## config.mk

```make
export PLATFORM = sky130hd
export DESIGN_NAME = fetch_stage_flat
export DESIGN_NICKNAME = d
export VERILOG_FILES = /design/src/rtl/fetch_stage_if.sv /design/src/rtl/fetch_stage.sv /design/src/flat_wrapper.sv
export SDC_FILE = /design/constraint.sdc
export NUM_CORES = 1
export LEC_CHECK = 0
export CAP_MARGIN = 0
export CORE_ASPECT_RATIO = 2
export CORE_UTILIZATION = 45
export DETAILED_ROUTE_END_ITERATION = 8
export MAX_ROUTING_LAYER = met4
export PLACE_DENSITY = 0.77
export SETUP_SLACK_MARGIN = 0.05
export SYNTH_ARGS = -nofsm -noshare
export SYNTH_HDL_FRONTEND = slang
export SYNTH_SLANG_ARGS = --single-unit
```

## constraint.sdc

```tcl
create_clock -name clk -period 15.5 [get_ports clk]
set_clock_uncertainty 0.15 [all_clocks]
set_input_delay 2.325 -clock clk [delete_from_list [all_inputs] [get_ports clk]]
set_output_delay 2.325 -clock clk [all_outputs]
set_load 0.02 [all_outputs]
```

## src/rtl/fetch_stage_if.sv

```systemverilog
// Fetch-stage bus: instruction-memory port, hazard/branch controls in,
// IF/ID pipeline register and debug state out.
interface fetch_stage_if;
    logic [63:0] imem_addr;
    logic [31:0] imem_instr;
    logic        stall;
    logic        flush;
    logic        redirect;
    logic [63:0] redirect_target;
    logic [63:0] ifid_pc;
    logic [63:0] ifid_pc_plus4;
    logic [31:0] ifid_instr;
    logic        ifid_valid;
    logic [31:0] fetch_count;
    logic        misalign_err;

    modport master (
        output imem_addr,
        input  imem_instr,
        input  stall,
        input  flush,
        input  redirect,
        input  redirect_target,
        output ifid_pc,
        output ifid_pc_plus4,
        output ifid_instr,
        output ifid_valid,
        output fetch_count,
        output misalign_err
    );

    modport slave (
        input  imem_addr,
        output imem_instr,
        output stall,
        output flush,
        output redirect,
        output redirect_target,
        input  ifid_pc,
        input  ifid_pc_plus4,
        input  ifid_instr,
        input  ifid_valid,
        input  fetch_count,
        input  misalign_err
    );
endinterface

```

## src/rtl/fetch_stage.sv

```systemverilog
// Instruction-fetch stage: owns the PC, addresses instruction memory and
// registers the fetched instruction with its PC and PC+4 into IF/ID.
module fetch_stage #(
    parameter logic [63:0] RESET_PC   = 64'd0,
    parameter logic [31:0] NOP_INSTR  = 32'hD503201F,
    // Reset value of the delivered-instruction counter; nonzero only for debug preload.
    parameter logic [31:0] COUNT_INIT = 32'd0
) (
    input logic           clk,
    input logic           reset,
    fetch_stage_if.master bus
);
    logic [63:0] pc_p0;
    logic [63:0] ifid_pc_p1;
    logic [63:0] ifid_pc_plus4_p1;
    logic [31:0] ifid_instr_p1;
    logic        vld_p1;
    logic [31:0] fetch_count_q;
    logic        misalign_q;
    logic        load_bubble;
    logic        load_instr;

    function automatic logic [63:0] pc_inc(input logic [63:0] pc);
        return pc + 64'd4;
    endfunction

    function automatic logic [63:0] align_target(input logic [63:0] t);
        return {t[63:2], 2'b00};
    endfunction

    assign load_bubble = bus.redirect || bus.flush;
    assign load_instr  = !load_bubble && !bus.stall;

    // Stage p0: program counter
    always_ff @(posedge clk or posedge reset) begin
        if (reset) begin
            pc_p0 <= RESET_PC;
        end else if (bus.redirect) begin
            pc_p0 <= align_target(bus.redirect_target);
        end else if (!bus.stall) begin
            pc_p0 <= pc_inc(pc_p0);
        end
    end

    // Stage p1: IF/ID register and debug state
    always_ff @(posedge clk or posedge reset) begin
        if (reset) begin
            ifid_pc_p1       <= 64'd0;
            ifid_pc_plus4_p1 <= 64'd0;
            ifid_instr_p1    <= NOP_INSTR;
            vld_p1           <= 1'b0;
            fetch_count_q    <= COUNT_INIT;
            misalign_q       <= 1'b0;
        end else begin
            if (load_bubble) begin
                ifid_pc_p1       <= 64'd0;
                ifid_pc_plus4_p1 <= 64'd0;
                ifid_instr_p1    <= NOP_INSTR;
                vld_p1           <= 1'b0;
            end else if (load_instr) begin
                ifid_pc_p1       <= pc_p0;
                ifid_pc_plus4_p1 <= pc_inc(pc_p0);
                ifid_instr_p1    <= bus.imem_instr;
                vld_p1           <= 1'b1;
                fetch_count_q    <= fetch_count_q + 32'd1;
            end
            if (bus.redirect && (bus.redirect_target[1:0] != 2'b00)) begin
                misalign_q <= 1'b1;
            end
        end
    end

    assign bus.imem_addr     = pc_p0;
    assign bus.ifid_pc       = ifid_pc_p1;
    assign bus.ifid_pc_plus4 = ifid_pc_plus4_p1;
    assign bus.ifid_instr    = ifid_instr_p1;
    assign bus.ifid_valid    = vld_p1;
    assign bus.fetch_count   = fetch_count_q;
    assign bus.misalign_err  = misalign_q;
endmodule

```

## src/flat_wrapper.sv

```systemverilog
// flat-port wrapper written by rule: the top's interface ports become plain ports
module fetch_stage_flat 
#(
    parameter logic [63:0] RESET_PC   = 64'd0,
    parameter logic [31:0] NOP_INSTR  = 32'hD503201F,
                                                                                        
    parameter logic [31:0] COUNT_INIT = 32'd0
)
  (clk, reset, bus_imem_addr, bus_imem_instr, bus_stall, bus_flush, bus_redirect, bus_redirect_target, bus_ifid_pc, bus_ifid_pc_plus4, bus_ifid_instr, bus_ifid_valid, bus_fetch_count, bus_misalign_err);
  fetch_stage_if bus_i ();
  input logic clk;
  input logic reset;
  output wire logic [$bits(bus_i.imem_addr)-1:0] bus_imem_addr;
  input wire logic [$bits(bus_i.imem_instr)-1:0] bus_imem_instr;
  input wire logic [$bits(bus_i.stall)-1:0] bus_stall;
  input wire logic [$bits(bus_i.flush)-1:0] bus_flush;
  input wire logic [$bits(bus_i.redirect)-1:0] bus_redirect;
  input wire logic [$bits(bus_i.redirect_target)-1:0] bus_redirect_target;
  output wire logic [$bits(bus_i.ifid_pc)-1:0] bus_ifid_pc;
  output wire logic [$bits(bus_i.ifid_pc_plus4)-1:0] bus_ifid_pc_plus4;
  output wire logic [$bits(bus_i.ifid_instr)-1:0] bus_ifid_instr;
  output wire logic [$bits(bus_i.ifid_valid)-1:0] bus_ifid_valid;
  output wire logic [$bits(bus_i.fetch_count)-1:0] bus_fetch_count;
  output wire logic [$bits(bus_i.misalign_err)-1:0] bus_misalign_err;
  assign bus_imem_addr = bus_i.imem_addr;
  assign bus_i.imem_instr = bus_imem_instr;
  assign bus_i.stall = bus_stall;
  assign bus_i.flush = bus_flush;
  assign bus_i.redirect = bus_redirect;
  assign bus_i.redirect_target = bus_redirect_target;
  assign bus_ifid_pc = bus_i.ifid_pc;
  assign bus_ifid_pc_plus4 = bus_i.ifid_pc_plus4;
  assign bus_ifid_instr = bus_i.ifid_instr;
  assign bus_ifid_valid = bus_i.ifid_valid;
  assign bus_fetch_count = bus_i.fetch_count;
  assign bus_misalign_err = bus_i.misalign_err;
  fetch_stage #(.RESET_PC(RESET_PC), .NOP_INSTR(NOP_INSTR), .COUNT_INIT(COUNT_INIT)) u_core (.clk(clk), .reset(reset), .bus(bus_i));
endmodule
```

==> metrics.md <==
| Metric | Value |
|---|---|
| RSZ-0062 raised after global routing | no |
| Pwr dens | 96.6 nW/um^2 |
| WP depth | 4 |
| Clock tree from TritonCTS | yes |
| Critical path endpoint | u_core.bus.imem_addr[24] |
| GRT overflow | 0 |
| Minimum clock period | 4770 ps |
| Port Buffers | ~350 |
| Mapped Cells | approximately 1200 |
| Crit. Startpoint | reset |
| Ant. Diodes | 0 |
| CP Launch Type | primary input |
| Ports | roughly 360 |
| Switch Pwr | 454 uW |
| Avg Cell Area, Syn | 10.2 um^2 |
| Hold crit path type | register to register |
| Yosys warnings | 0 |
| Tot GR Track Use | 0.303 |
| Clock transition at path regs | 60 ps |
| Maximum vdd ir drop | 0.0000853 V |
| Vias | 10700 |
| Num CTS Buffers | 23 |
| Final #Nets | 1576 |
| Fin Setup TNS | 0 ps |
| # clock sinks | 252 |
| H-tree depth | 1 |
| Synth area leader | dfrtp_1 |
| DR WL/cell | 21.6 um |
| FP Rows | 84 |
| Number of distinct library cells after synthesis | 57 |
| CTS root buffer | clkbuf_16 |
| Final Hold Fails | 0 |
| Initial DRC Count | 539 |
| Setup crit end kind | async pin |
| Crit-path max FO | between 100 and 150 |
| Vias per inst | about 5.8 |
| Reg power frac | 0.476 |
| Most frequent cells in the layout | clkdlybuf4s50_1 (351), dfrtp_1 (239), nand2_1 (156), o21ai_0 (83), a22o_1 (71) |
| Setup slack, reg-to-reg | 12030 ps |
| Dpl ws | about 10000 ps |
| Die X | 117 um |
| Tightest Pin Transition | 1130 ps |
| Comb pwr share | 0.163 |
| Synth top area share | 0.501 |
| Initial antenna violation count | 0 |
| Max Fclk | ~210 MHz |
| WHS | 331 ps |
| Placed Area | roughly 16000 um^2 |
| Hold_buf cts | 0 |
| Most frequent CP cell | buf_4 |
| # setup viols final | 0 |
| Switching Share | 0.287 |
| Resized Gates After CTS | 0 |
| Critical R2R Capture | u_core.bus.ifid_pc_plus4[45] |
| R2R Path Start | u_core.bus.imem_addr[12] |
| Final setup margin | 10730 ps |
| Residual DRC | 0 |
| Slew margin rel. | 0.248 |
| Starting Density | 0.456 |
| Area delta synth->final | 37.3% |
| Seq/Total Area, Yosys | 0.530 |
| Clock latency on the worst-skew pair | 530 ps |
| GP Congestion | between 0.8 and 0.9 |
| Reg2Reg Depth | 5 |
| Post-Syn Area | 11900 um^2 |
| Most common library cell in the layout ignoring fill and taps | clkdlybuf4s50_1 |
| Cell family with most CP delay | buffers and inverters |
| Max-cap check violation count | 0 |
| Crit path largest cell delay | between 800 and 900 ps |
| Worst Path Buf+Inv | 4 |
| First-pass GRT wire length | 60500 um |
| Die area | approximately 27000 um^2 |
| Ranking of synthesized cells by area | dfrtp_1 (50%), a22o_1 (5.2%), nand2_1 (4.9%) |
| Crit-path cells | clkdlybuf4s50_1 -> inv_8 -> buf_4 -> buf_4 |
| Number of routed nets with antenna violations | 0 |
| DRT Pass-1 Iters | 5 |
| Vias in the first global route | 10700 |
| Period Utilization, post-route | 0.308 |
| Share of cells above drive strength 1 | 0.0645 |
| Total placed cells including tap cells | between 1500 and 2000 |
| Final count of pins violating max slew | 0 |
| Slowest CP cell | buf_4 |
| Dpl hpwl | 28100 um |
| Internal power | roughly 1.1 mW |
| Post-layout util | 0.626 |
| Post-CTS Setup Bufs | 0 |
| Die Y | between 200 and 250 um |
| Core area | 26200 um^2 |
| Outcome | finished clean |
| Setup CP Type | primary input to async pin |
| Total Routed Length | 39600 um |
| Req. time, crit path | 15870 ps |
| Design area | 16400 um^2 |
| Non-filler instance count after layout | 1833 |
| Clock network power share | 0.361 |
| Max clock buf depth | 3 |
| Final Power | 1.58 mW |
| Pleak | 6.72 nW |
| CP Data Arrival Time | 5150 ps |
| Largest net degree at the start of global routing | 130 |
| Synthesized flop and latch total | 252 |
[kinds of logic after synthesis]
| family | Yosys count | synth area share |
|---|---|---|
| AO/OA/AOI/OAI | 243 | 0.141 |
| XOR/XNOR | 111 | 0.0815 |
| adder cells (fa/ha/maj) | 2 | 0.00210 |
| buffers and inverters | 111 | 0.0393 |
| flip-flops | 252 | 0.530 |
| multiplexers | 3 | 0.00273 |
| other | 1 | 0.000314 |
| AND/OR/NAND/NOR | 452 | 0.203 |
[worst min-delay path: cells and delay by family (launching register included)]
family	cells	cell delay (ps)
AND/OR/NAND/NOR	2	100
flip-flops	1	340
[routing by layer]
layer	global-route usage	wire (um)	share of wire	up-vias
li1	-	-	-	4804
met1	0.332	14300	0.36	5298
met2	0.519	20700	0.52	461
met3	0.0405	2310	0.058	125
met4	0.170	2280	0.058	0
met5	-	0	0	-
[flip-flops by register name, summed over array words and instances, names as in the netlist]
| name | cells |
|---|---|
| u_core.bus.imem_addr | 62 |
| u_core.bus.ifid_instr | 32 |
| u_core.bus.ifid_pc | 62 |
| u_core.bus.misalign_err | 1 |
| u_core.bus.ifid_pc_plus4 | 62 |
| u_core.bus.fetch_count | 32 |
| u_core.bus.ifid_valid | 1 |
[Yosys cell counts, drive strengths merged]
master / instances
a21o: 3
nor4: 14
a211o: 1
a2bb2oi: 1
or2: 1
nor3: 22
nand2b: 3
nand4b: 1
or3: 21
a22oi: 2
a21boi: 1
a22o: 71
or3b: 1
dfrtp: 239
o22a: 13
and2: 11
a32o: 3
o21a: 2
conb: 1
o31a: 1
xor2: 59
or4: 21
and4: 12
nand2: 157
ha: 2
dfstp: 13
mux2: 2
nor2: 43
o31ai: 6
o211ai: 12
or4b: 1
buf: 37
nor2b: 2
a31oi: 22
clkbuf: 65
and3: 23
mux2i: 1
a32oi: 9
xnor2: 52
o21ai: 96
nand4: 53
inv: 9
nand3: 66
[area by class of cell]
type                    instances  area (um^2)
clock buffers                  33          696
clock inverters                 8         43.8
fillers                      2104         9800
inverters                       9         41.3
multi-input cells             817         5190
flip-flops and latches        252         6320
well taps                     344          430
repair buffers                370         3650
[how the worst min path moves through the flow]
stage / from / to / slack [ps] / depth (start not counted)
floorplan: u_core.bus.misalign_err / u_core.bus.misalign_err / 430 / 1
global placement: u_core.bus.misalign_err / u_core.bus.misalign_err / 310 / 1
detailed placement: u_core.bus.ifid_pc_plus4[43] / u_core.bus.ifid_pc_plus4[43] / 310 / 2
CTS: u_core.bus.ifid_pc_plus4[43] / u_core.bus.ifid_pc_plus4[43] / 330 / 2
global route: u_core.bus.ifid_pc_plus4[16] / u_core.bus.ifid_pc_plus4[16] / 350 / 2
finish: u_core.bus.ifid_pc[62] / u_core.bus.ifid_pc[62] / 330 / 2
[power groups by stage]
| stage | sequential (mW) | combinational [mW] | clock, mW |
|---|---|---|---|
| floorplan | 0.781 | 0.101 | 0 |
| global placement | 0.762 | 0.254 | 0 |
| detailed placement | 0.764 | 0.258 | 0 |
| CTS | 0.752 | 0.260 | 0.578 |
| global route | 0.759 | 0.277 | 0.604 |
| finish | 0.753 | 0.258 | 0.570 |
Note: power is estimated with default switching activity, not from simulation.
==> patch (same flow settings) <==
`NOP_INSTR` is set to 32'hD503201F in 2 places; all go to 32'h9FC25817.
--- a/src/rtl/fetch_stage.sv
+++ b/src/rtl/fetch_stage.sv
@@ -4,3 +4,3 @@
     parameter logic [63:0] RESET_PC   = 64'd0,
-    parameter logic [31:0] NOP_INSTR  = 32'hD503201F,
+    parameter logic [31:0] NOP_INSTR  = 32'h9FC25817,
     // Reset value of the delivered-instruction counter; nonzero only for debug preload.
--- a/src/flat_wrapper.sv
+++ b/src/flat_wrapper.sv
@@ -4,3 +4,3 @@
     parameter logic [63:0] RESET_PC   = 64'd0,
-    parameter logic [31:0] NOP_INSTR  = 32'hD503201F,
+    parameter logic [31:0] NOP_INSTR  = 32'h9FC25817,
                                                                                         
Behaviour: not the same (Yosys sat finds a counterexample within 4 cycles, from zero or initial values and one cycle with reset high).
==> patch against the unedited design <==
- power is 4.0% higher
- worst setup slack got worse by 99 ps
- non-clock buffer count fell by 1
- routed wire length rose by 0.18%
- count of clock-buffer cells in the layout increased by 6
- critical path depth did not move
- global-route usage is 0.38 points higher
- combinational power about the same
- final area increased by 0.71%
- sequential power barely moved
- synthesized area rose by 0.10%
- sequential cell count is the same
- synthesized cell count unchanged
- critical endpoint is now u_core.bus.ifid_pc_plus4[49]$_DFFE_PP0P_
==> patch: results (changes against the unedited design) <==
.. list-table::
   :header-rows: 1

   * - Metric
     - Value
   * - Register-to-Register Path Depth
     - 5 (unchanged)
   * - Placed standard-cell area
     - 15,640 um2 (about the same)
   * - Top_reg_cell synth
     - sky130_fd_sc_hd__dfrtp_1
   * - Run status
     - finished clean
   * - Vias
     - 10.55k (-1.3%)
   * - Hold Path Depth
     - 1 (-1)
   * - Most common library cells after synthesis
     - 236 x sky130_fd_sc_hd__dfrtp_1, 157 x sky130_fd_sc_hd__nand2_1, 82 x sky130_fd_sc_hd__o21ai_0, 69 x sky130_fd_sc_hd__clkbuf_1, 68 x sky130_fd_sc_hd__a22o_1
   * - Fill cell count
     - 2,143 (+1.9%)
   * - Layout cell share with drive strength beyond 1
     - 0.06640 (+0.001926)
   * - Async set or reset register ratio after synthesis
     - 1.000 (unchanged)
   * - Cell types occupying the most area after synthesis
     - sky130_fd_sc_hd__dfrtp_1 49%, sky130_fd_sc_hd__a22o_1 5.0%, sky130_fd_sc_hd__nand2_1 4.9%, sky130_fd_sc_hd__xor2_1 4.3%, sky130_fd_sc_hd__xnor2_1 3.8%
   * - Hold_ws
     - 321.1 ps (-9.762 ps)
   * - Number of nets at the end of the flow
     - 1,577 (+0.063%)
   * - Sum of net half-perimeters after detailed placement
     - 28,060 um (about the same)
   * - Worst vdd ir
     - 0.08125 mV (-4.8%)
   * - Quantity of I/O buffers inserted on ports
     - 352 (unchanged)
   * - Yosys cell types
     - 56 (-1.8%)
   * - Clock latency at the later pin of the worst-skew pair
     - 530 ps (about the same)
   * - YS warnings
     - 0 (unchanged)
   * - Routed wire length per instance
     - 21.56 um (about the same)
   * - Share of the synthesized area in the top cell type
     - 0.4946 (-0.006813)
   * - Global-route wire length before repair
     - 61,800 um (+2.2%)
   * - Layout-stage area growth over the synthesis result
     - 38.10%
   * - Final weighted congestion in routability-driven placement
     - 0.8954 (+7.5%)
   * - Global routing usage summed across all routing layers
     - 0.3066 (+0.003790)
   * - Register area share after synthesis
     - 0.5298 (about the same)
   * - Leakage power total
     - 6.755 nW (+0.47%)
   * - R2r startpoint
     - u_core.bus.imem_addr[10]$_DFFE_PP0N_
   * - Number of buffers on the longest clock path
     - 3 (unchanged)
   * - Number of antenna violations at the first check in global routing
     - 3 (+3)
   * - Reg2Reg Capture Point
     - u_core.bus.ifid_pc_plus4[61]$_DFFE_PP0P_
   * - Start point of the worst hold path
     - u_core.bus.fetch_count[31]$_DFFE_PP0P_
   * - Pin count of the biggest net entering global routing
     - 112 (-14%)
   * - Number of global-route vias before repair
     - 11.00k (+3.2%)
   * - Critical path arrival
     - 5260 ps (+110 ps)
   * - DRT iter0 DRCs
     - 600 (+11%)
   * - Worst Hold Path EP
     - u_core.bus.fetch_count[31]$_DFFE_PP0P_
   * - Register-to-Register Setup Slack
     - 11,890 ps (-140 ps)
   * - Worst-margin pin slew
     - 1159 ps (+30.96 ps)
   * - Number of buffers added by the clock tree synthesis step
     - 25 (+8.7%)
   * - Critical Path Fanout Max
     - 111 (-14%)
-- patch: worst max-delay path, stage by stage --
cell and delay, ps:
sky130_fd_sc_hd__clkdlybuf4s50_1 490, sky130_fd_sc_hd__inv_8 540, sky130_fd_sc_hd__buf_4 850, sky130_fd_sc_hd__buf_4 830
-- patch: cells by family (layout without fill, tap and decap cells) --
| group | after synthesis | in the layout | share of synthesized area |
|---|---|---|---|
| AO/OA/AOI/OAI | 243 | 243 | 0.1410 |
| other | 1 | 9 | 0.0003141 |
| flip-flops | 252 | 252 | 0.5298 |
| XOR/XNOR | 111 | 111 | 0.08142 |
| multiplexers | 3 | 3 | 0.002724 |
| buffers and inverters | 111 | 422 | 0.03961 |
| adder cells (fa/ha/maj) | 2 | 2 | 0.002095 |
| AND/OR/NAND/NOR | 452 | 452 | 0.2030 |
-- patch: where the power goes --
part | leakage, nW | internal (mW) | switching (mW)
Sequential | 3.27 | 0.695 | 0.0594
Combinational | 3.07 | 0.120 | 0.138
Clock | 0.419 | 0.373 | 0.260
-- patch: how the worst max path moves through the flow --
stage          slack (ps)  start                                  endpoint  cells past startpoint
2_1_floorplan        6120  reset     u_core.bus.fetch_count[0]$_DFFE_PP0P_                      1
3_3_place_gp        10000  reset        u_core.bus.ifid_pc[12]$_DFFE_PP0P_                      4
3_5_place_dp         9970  reset        u_core.bus.ifid_pc[12]$_DFFE_PP0P_                      4
4_1_cts             10520  reset        u_core.bus.ifid_pc[12]$_DFFE_PP0P_                      4
5_1_grt             10220  reset  u_core.bus.ifid_pc_plus4[12]$_DFFE_PP0P_                      4
6_report            10630  reset  u_core.bus.ifid_pc_plus4[49]$_DFFE_PP0P_                      4
-- patch: routing by layer --
| layer | GRT usage | part of all wire | up-vias | wire, um |
|---|---|---|---|---|
| met5 | - | 0 | - | 0 |
| met2 | 0.5110 | 0.52 | 460 | 20500 |
| met3 | 0.03915 | 0.054 | 127 | 2159 |
| li1 | - | - | 4800 | - |
| met4 | 0.1879 | 0.063 | 0 | 2509 |
| met1 | 0.3428 | 0.36 | 5161 | 14460 |
-- patch: cell type report --
| type | instances | area share |
|---|---|---|
| inverter | 9 | 0.002504 |
| sequential | 252 | 0.3836 |
| antenna | 3 | 0.0004553 |
| clock inverter | 5 | 0.004780 |
| tap | 344 | 0.02610 |
| clock buffer | 39 | 0.04659 |
| timing repair buffer | 369 | 0.2211 |
| multi-input combinational | 817 | 0.3148 |
-- patch: stage by stage --
step	setup slack [ps]	utilization	std cells
2_1_floorplan	6123	-	1180
3_3_place_gp	10000	0.5974	1791
3_5_place_dp	9969	0.5974	1791
4_1_cts	10520	0.6298	1835
5_1_grt	10220	0.6301	1838
6_report	10630	0.6301	1838
